`src/rtl/conv_sched_if.sv`:
```
// conv_sched_if: handshake and MAC bus between the convolution scheduler and its environment.
// The master modport is the scheduler side; the slave modport is the MAC/consumer side.
interface conv_sched_if;
  logic        start;
  logic        busy;
  logic        done;
  logic [7:0]  index_in;
  logic [7:0]  index_w;
  logic        mac_en;
  logic [15:0] mac_prod;
  logic        out_valid;
  logic        out_ready;
  logic [15:0] out_data;
  logic [7:0]  out_pos;

  modport master (
    input  start, mac_prod, out_ready,
    output busy, done, index_in, index_w, mac_en, out_valid, out_data, out_pos
  );

  modport slave (
    output start, mac_prod, out_ready,
    input  busy, done, index_in, index_w, mac_en, out_valid, out_data, out_pos
  );
endinterface

```
`src/rtl/conv_sched.sv`:
```
// conv_sched: walks a 1-D row convolution, one filter tap per cycle, and hands each
// accumulated result to a ready/valid consumer.
// Optional macro CONV_SCHED_SAT_EN: saturate out_data to 16'hFFFF when the sum overflows
// 16 bits. Without it out_data is the low 16 bits of the sum (wrap-around).
module conv_sched #(
  parameter int unsigned ROW_LENGTH  = 28,
  parameter int unsigned FILTER_SIZE = 5
) (
  input logic        clk,
  input logic        rst_n,
  conv_sched_if.master bus
);

  localparam int unsigned LastPos = ROW_LENGTH - FILTER_SIZE - 1;
  localparam int unsigned LastTap = FILTER_SIZE - 1;

  typedef enum logic [1:0] {StIdle, StRun, StEmit, StDone} state_e;

  state_e      r_state, w_state_next;
  logic [7:0]  r_p, w_p_next;
  logic [7:0]  r_k, w_k_next;
  logic [19:0] r_acc, w_acc_next;
  logic [15:0] r_out_data, w_out_data_next;
  logic [19:0] w_sum;
  logic [15:0] w_result;

  // Running sum including the product for the current tap.
  always_comb begin
    w_sum = r_acc + {4'd0, bus.mac_prod};
`ifdef CONV_SCHED_SAT_EN
    w_result = (w_sum > 20'h0FFFF) ? 16'hFFFF : w_sum[15:0];
`else
    w_result = w_sum[15:0];
`endif
  end

  // State and datapath registers.
  always_ff @(posedge clk or negedge rst_n) begin
    if (!rst_n) begin
      r_state    <= StIdle;
      r_p        <= 8'd0;
      r_k        <= 8'd0;
      r_acc      <= 20'd0;
      r_out_data <= 16'd0;
    end else begin
      r_state    <= w_state_next;
      r_p        <= w_p_next;
      r_k        <= w_k_next;
      r_acc      <= w_acc_next;
      r_out_data <= w_out_data_next;
    end
  end

  // Next-state and datapath update.
  always_comb begin
    w_state_next    = r_state;
    w_p_next        = r_p;
    w_k_next        = r_k;
    w_acc_next      = r_acc;
    w_out_data_next = r_out_data;
    unique case (r_state)
      StIdle: begin
        if (bus.start) begin
          w_p_next     = 8'd0;
          w_k_next     = 8'd0;
          w_acc_next   = 20'd0;
          w_state_next = StRun;
        end
      end
      StRun: begin
        w_acc_next = w_sum;
        w_k_next   = r_k + 8'd1;
        if (r_k == 8'(LastTap)) begin
          w_out_data_next = w_result;
          w_state_next    = StEmit;
        end
      end
      StEmit: begin
        // out_valid is implied by this state, so ready alone completes the handshake.
        if (bus.out_ready) begin
          if (r_p == 8'(LastPos)) begin
            w_state_next = StDone;
          end else begin
            w_p_next     = r_p + 8'd1;
            w_k_next     = 8'd0;
            w_acc_next   = 20'd0;
            w_state_next = StRun;
          end
        end
      end
      StDone: begin
        w_state_next = StIdle;
      end
    endcase
  end

  // Outputs decoded from state; MAC indices are forced to zero outside RUN.
  always_comb begin
    bus.mac_en    = (r_state == StRun);
    bus.index_in  = (r_state == StRun) ? (r_p + r_k) : 8'd0;
    bus.index_w   = (r_state == StRun) ? r_k : 8'd0;
    bus.out_valid = (r_state == StEmit);
    bus.done      = (r_state == StDone);
    bus.busy      = (r_state != StIdle);
    bus.out_data  = r_out_data;
    bus.out_pos   = r_p;
  end

endmodule

```
`src/flat_wrapper.sv`:
```
// flat-port wrapper written by rule: the top's interface ports become plain ports
module conv_sched_flat 
#(
  parameter int unsigned ROW_LENGTH  = 28,
  parameter int unsigned FILTER_SIZE = 5
)
  (clk, rst_n, bus_start, bus_mac_prod, bus_out_ready, bus_busy, bus_done, bus_index_in, bus_index_w, bus_mac_en, bus_out_valid, bus_out_data, bus_out_pos);
  conv_sched_if bus_i ();
  input logic clk;
  input logic rst_n;
  input wire logic [$bits(bus_i.start)-1:0] bus_start;
  input wire logic [$bits(bus_i.mac_prod)-1:0] bus_mac_prod;
  input wire logic [$bits(bus_i.out_ready)-1:0] bus_out_ready;
  output wire logic [$bits(bus_i.busy)-1:0] bus_busy;
  output wire logic [$bits(bus_i.done)-1:0] bus_done;
  output wire logic [$bits(bus_i.index_in)-1:0] bus_index_in;
  output wire logic [$bits(bus_i.index_w)-1:0] bus_index_w;
  output wire logic [$bits(bus_i.mac_en)-1:0] bus_mac_en;
  output wire logic [$bits(bus_i.out_valid)-1:0] bus_out_valid;
  output wire logic [$bits(bus_i.out_data)-1:0] bus_out_data;
  output wire logic [$bits(bus_i.out_pos)-1:0] bus_out_pos;
  assign bus_i.start = bus_start;
  assign bus_i.mac_prod = bus_mac_prod;
  assign bus_i.out_ready = bus_out_ready;
  assign bus_busy = bus_i.busy;
  assign bus_done = bus_i.done;
  assign bus_index_in = bus_i.index_in;
  assign bus_index_w = bus_i.index_w;
  assign bus_mac_en = bus_i.mac_en;
  assign bus_out_valid = bus_i.out_valid;
  assign bus_out_data = bus_i.out_data;
  assign bus_out_pos = bus_i.out_pos;
  conv_sched #(.ROW_LENGTH(ROW_LENGTH), .FILTER_SIZE(FILTER_SIZE)) u_core (.clk(clk), .rst_n(rst_n), .bus(bus_i));
endmodule
```
`config.mk`:
```
export PLATFORM = sky130hd
export DESIGN_NAME = conv_sched_flat
export DESIGN_NICKNAME = d
export VERILOG_FILES = /design/src/rtl/conv_sched_if.sv /design/src/rtl/conv_sched.sv /design/src/flat_wrapper.sv
export SDC_FILE = /design/constraint.sdc
export NUM_CORES = 1
export LEC_CHECK = 0
export ABC_CLOCK_PERIOD_IN_PS = 5800
export BUFFER_PORTS_ARGS = -buffer_cell sky130_fd_sc_hd__clkbuf_2
export CORE_ASPECT_RATIO = 0.8
export CORE_UTILIZATION = 60
export CTS_CLUSTER_SIZE = 16
export DETAILED_ROUTE_END_ITERATION = 7
export HOLD_SLACK_MARGIN = 0.06
export PLACE_DENSITY_LB_ADDON = 0.25
export SLEW_MARGIN = 15
export SYNTH_ARGS = -nofsm -noshare
export SYNTH_HDL_FRONTEND = slang
export SYNTH_SLANG_ARGS = --single-unit
```
`constraint.sdc`:
```
create_clock -name clk -period 5.8 [get_ports clk]
set_input_delay 0.29 -clock clk [delete_from_list [all_inputs] [get_ports clk]]
set_output_delay 0.29 -clock clk [all_outputs]
set_load 0.1 [all_outputs]
```
==> results of run 1 <==
metal layers:
layer  wire [um]  track usage (%)
met2        3030             40.9
met5           0                0
met3         316             6.63
met4          57             7.42
met1        3610             37.1
cell families (layout without fill, tap and decap cells):
group / count (synthesis) / in the layout / share of synthesized area [%]
xor+xnor: 28 / 28 / 7.52
compound gates: 87 / 87 / 19.1
fa+ha+maj: 28 / 28 / 11.2
simple gates: 102 / 102 / 16.0
mux: 13 / 13 / 4.45
flops: 50 / 50 / 38.4
buf+inv: 25 / 86 / 3.26
synthesized netlist by cell type, drive strengths merged (9+ instances only):
library cell | count | area share, %
and2 | 9 | 1.7
dfrtp | 50 | 38
xnor2 | 15 | 4.0
nor2 | 36 | 4.1
inv | 14 | 1.6
o21ai | 21 | 3.3
ha | 26 | 10
a22o | 14 | 3.8
xor2 | 13 | 3.5
mux2 | 12 | 4.1
a21oi | 16 | 2.6
nand2 | 22 | 2.5
final timing paths:
kind	endpoint	slack [ns]	depth (start not counted)
min reg2reg	u_core.bus.out_data[13]	0.50	1
max in group asynchronous	u_core.bus.out_pos[7]	5.30	2
min in group clk	u_core.r_acc[0]	0.38	3
max reg2reg	u_core.bus.out_data[3]	3.10	4
min	u_core.bus.out_data[9]	0.08	2
max	bus_index_in[6]	2.77	9
sequential cells by signal (all words and copies together) (netlist names):
| name | flops |
|---|---|
| u_core.r_k | 8 |
| u_core.r_acc | 16 |
| u_core.bus.out_pos | 8 |
| u_core.r_state | 2 |
| u_core.bus.out_data | 16 |
final cells by class:
cell class                      instances  area (um^2)  share of cell area (%)
Clock inverter                          2         10.0                   0.270
Clock buffer                            5         68.8                    1.86
Inverter                               14         52.6                    1.42
Timing Repair Buffer                   65          330                    8.92
Tap cell                               62         77.6                    2.10
Multi-Input combinational cell        258         1910                    51.6
Sequential cell                        50         1250                    33.8
metrics by stage:
stage          instance area (um^2)  utilization [%]  instances  setup WS (ns)  hold slack [ns]
3_5_place_dp                   3620             70.7        449           3.06            0.440
5_1_grt                        3700             72.3        456           2.63            0.148
6_report                       3700             72.3        456           2.77           0.0806
3_3_place_gp                   3620             70.7        449           3.17            0.431
4_1_cts                        3700             72.3        456           2.76            0.106
2_1_floorplan                  3260                -        333           2.01         -0.00559
==> results.md, run 1 <==
* CTS sink cnt at 50
* Most frequent cells in the layout: clkbuf_2, dfrtp_1, nor2_1
* Net Count, Synth at 381
* DIE AREA at 5740 um^2
* Crit path time final at 3.03 ns
* Area of the mapped netlist at 3260 um^2
* Clk_lat worst skew at 0.31 ns
* Crit end category: output pin
* Antenna violations before repair at 0
* Via count of the routed design at 2660
* Final TNS setup at 0 ns
* DIE WIDTH at 84.4 um
* Residual DRC at 9
* Clock Skew at 0.00826 ns
* Placer Congestion at 0.882
* Highest-delay cell along the critical path: dfrtp_1
* CTS max path bufs at 2
* Final setup fails at 0
* Failing checks: design-rule violations
* Register area share after synthesis at 38.4%
* Core area at 5120 um^2
* GRT overflow at 0
* CP max FO at 6
* Post-DR vias/cell at 5.83
* Share of layout cells above drive strength 1 at 24.1%
* Crit path kind: reg -> out
* Startpoint types: flop
* Ratio of final minimum period to clock period at 52.2%
* Fin nets at 442
* Critical path, cell by cell: ha_1, fa_1, a21o_1, a21oi_1, o21bai_1, a21oi_1, xor2_1, nor2_1, clkbuf_2
* Ys async rst share at 100%
* CP dominant cell by count: a21oi_1
* RSZ-0062 raised after global routing: no
* Root Buffer: clkbuf_8
* CP Launch Point: u_core.bus.out_pos[0]
* CTS resizes at 0
* Worst R2R Start: u_core.r_state[1]
* Hold buffers post-CTS at 0
* Fillers at 384
* Most common cell after layout, fill and taps aside: clkbuf_2
* DR iter-0 viols at 160
* Die height at 67.9 um
* Gr usage total at 26.3%
* Top FF cell, synth: dfrtp_1
* Syn-to-layout area delta at 13.5%
* Fin. Hold Viols at 0
* Post-CTS setup buffer count at 0
* Synth cell types at 54
* YS warnings at 0
* Max incr delay on CP at 0.47 ns
* Max Clk Rate at 330 MHz
* Routed WL at 7020 um
* Buf/Inv on CP at 1
* Initial core utilization at 63.7%
* Row cnt at 23
* ANT cells at 0
* Fin. max-slew vios at 0
* DPL Wire Length at 5170 um
* H-tree lvl count at 2
* Gate Count Post-Synth at 333
* Post-synth EDFFs at 0
* WP data arrival at 2.74 ns
* First-pass GRT wire length at 11600 um
* Relative slew slack at 39.4%
* Hold Crit Class: in -> async
* Worst-Margin Slew at 0.910 ns
* Routed Antenna Nets at 0
* Vias in the first global route at 2427
* # port buffers at 63
* Drt pass-1 iters at 6
* Largest net degree at the start of global routing at 51
* Outcome: complete, but fails checks
* Wire per inst at 15.4 um
* Top-level I/O count at 64
* Max Cap Viol at 0
* Synth Register Bits at 50
* Critical path required time at 5.51 ns
* TritonCTS clock tree: built
* Delay-heaviest family, CP: adder cells
* Register clock-pin slew on the reported worst setup and hold paths at 0.09 ns
* CTS buffer count at 5
* Mean Syn Cell Area at 9.79 um^2
Power of run 1 is not shown: default switching activity piles up to over one toggle a cycle in this logic, so the estimate is an artifact.
==> run 2, diff against run 1 <==
ABC_AREA = 1   (was not set)
ABC_CLOCK_PERIOD_IN_PS = 2450   (was 5800)
CORE_UTILIZATION = 51   (was 60)
clock period = 2.45 ns   (was 5.8 ns; I/O delays follow)
==> run 2 against run 1 <==
Against the previous run:
- the flow now finishes without violations
- critical path depth is 2 lower
- global-route usage down 0.65 points
- area after synthesis is 8.8% higher
- first-iteration DRC count increased by 5.0%
- register-to-register slack worse by 2.6 ns
- routed wire length is 26% higher
- non-clock buffer count is 6 higher
- hold slack improved by 0.093 ns
- worst setup slack worse by 2.7 ns
- design area rose by 12%
- synthesized cell count increased by 54%
- critical path type unchanged
- largest cell class unchanged
==> results.md, run 2 <==
* Worst-Margin Slew at 0.675 ns
* Via count of the routed design at 3471
* Root Buffer: clkbuf_8
* Critical path, cell by cell: ha_1, fa_1, nand4_1, o211ai_1, o21ai_2, a21oi_4, buf_4
* H-tree lvl count at 2
* Non-filler cells, final at 664
* WP data arrival at 2.23 ns
* Clk_lat worst skew at 0.31 ns
* CP max FO at 7
* Top FF cell, synth: dfrtp_1
* Fin. Hold Viols at 0
* Residual DRC at 0
* GRT overflow at 0
* Row cnt at 26
* Sequential cell area at 1250 um^2
* Final setup fails at 0
* Core area at 6540 um^2
* Net Count, Synth at 561
* Crit end category: output pin
* Drt pass-1 iters at 5
* Post-synth top cells: nand2_1, inv_1, dfrtp_1
* YS warnings at 0
* Synth cell types at 32
* Clock Skew at 0.0110 ns
* Synth area leader: dfrtp_1
* DR iter-0 viols at 168
* Crit path time final at 2.35 ns
* RSZ-0062 raised after global routing: no
* ANT cells at 0
* Largest net degree at the start of global routing at 29
* Hold WS at 0.174 ns
* Synth Register Bits at 50
* DPL Wire Length at 6650 um
* Critical path required time at 2.33 ns
* CTS sink cnt at 50
* Outcome: complete, no violations
* Ys async rst share at 100%
* TritonCTS clock tree: built
* Placer Congestion at 0.917
* Post-DR vias/cell at 5.23
* Max incr delay on CP at 0.48 ns
* Initial core utilization at 54.3%
* Register area share after synthesis at 35.3%
* Most common cell after layout, fill and taps aside: nand2_1
* Fin. max-slew vios at 0
* CTS buffer count at 5
* Delay-heaviest family, CP: adder cells
* Max Clk Rate at 425 MHz
* Top-count cell post-synth: nand2_1
* Dpl cells at 656
* # port buffers at 63
* Final TNS setup at 0 ns
* Post-synth top area share at 35.3%
* Ratio of final minimum period to clock period at 96.0%
* Top-level I/O count at 64
* Post-CTS setup buffer count at 0
* Startpoint types: flop
* Vias in the first global route at 3123
* DIE WIDTH at 95.3 um
* Die height at 76.6 um
* Mean Syn Cell Area at 6.92 um^2
* DIE AREA at 7300 um^2
* Fillers at 580
* Most frequent cells in the layout: nand2_1, inv_1, clkbuf_2
* First-pass GRT wire length at 14700 um
* Buf/Inv on CP at 1
* Routed WL at 8840 um
* Gate Count Post-Synth at 513
* Gr usage total at 25.7%
* Max Cap Viol at 0
* Area of the mapped netlist at 3550 um^2
* Post-layout util at 63.2%
* CTS max path bufs at 2
* Top post-synthesis cells by area: dfrtp_1, nand2_1, ha_1
* Wire per inst at 13.3 um
* Register clock-pin slew on the reported worst setup and hold paths at 0.09 ns
* Hold Crit Class: in -> reg
* Post-synth EDFFs at 0
* Relative slew slack at 55.0%
* Routed Antenna Nets at 0
* Crit path kind: reg -> out
* Highest-delay cell along the critical path: dfrtp_1
* Multi-input gate area at 2040 um^2
* Fin nets at 628
* Syn-to-layout area delta at 16.5%
* Share of layout cells above drive strength 1 at 17.4%
* Antenna violations before repair at 0
[run 2: repair_timing]
action	CTS	global route
pin swaps	0	0
gates resized for setup	2	5
hold endpoints to repair	22	0
setup endpoints to repair	1	3
hold buffers	1	0
[run 2: area by class of cell]
cell class	count	share of cell area, %
clock buffers	6	2.00
clock inverters	1	0.726
inverters	63	5.72
multi-input cells	389	49.4
flip-flops and latches	50	30.3
well taps	84	2.54
repair buffers	71	9.32
[run 2: path summary, 6_finish.rpt]
kind / startpoint / depth (start not counted) / end / slack, ns
max: u_core.r_k[0] / 7 / bus_index_in[6] / 0.1
min: bus_out_ready / 3 / u_core.r_state[0] / 0.17
max reg2reg: u_core.r_state[0] / 7 / u_core.bus.out_data[12] / 0.49
min reg2reg: u_core.bus.out_data[3] / 2 / u_core.bus.out_data[3] / 0.48
max in group asynchronous: rst_n / 3 / u_core.bus.out_data[15] / 1.26
min in group asynchronous: rst_n / 2 / u_core.bus.out_data[2] / 0.37
[run 2: metrics by stage]
| step | setup WS, ns | instance area (um^2) |
|---|---|---|
| 6_report | 0.0988 | 4130 |
| 3_5_place_dp | 0.191 | 4000 |
| 2_1_floorplan | -0.274 | 3600 |
| 3_3_place_gp | 0.263 | 4000 |
| 5_1_grt | 0.00848 | 4130 |
| 4_1_cts | 0.0336 | 4130 |
[run 2: tightest hold or removal path: cells and delay by family]
family | cells | cell delay, ns
compound gates | 2 | 0.22
buf+inv | 1 | 0.09
[run 2: logic make-up after synthesis]
kind of cell / share of synthesized area (%)
AOI/OAI and AO/OA: 6.42
xor gates and xnor gates: 3.21
adders and majority gates: 10.3
buffers and inverters: 8.60
DFF: 35.3
and+or+nand+nor: 36.2
[run 2: metal layers]
layer  vias to the layer above  wire, um  global-route usage, %
li1                       1752         -                      -
met1                      1583      4220                   38.1
met2                       121      3820                   37.2
met3                        15       656                   5.09
met4                         0       145                   7.88
met5                         -         0                      0
Power of run 2 is left out for the same reason.
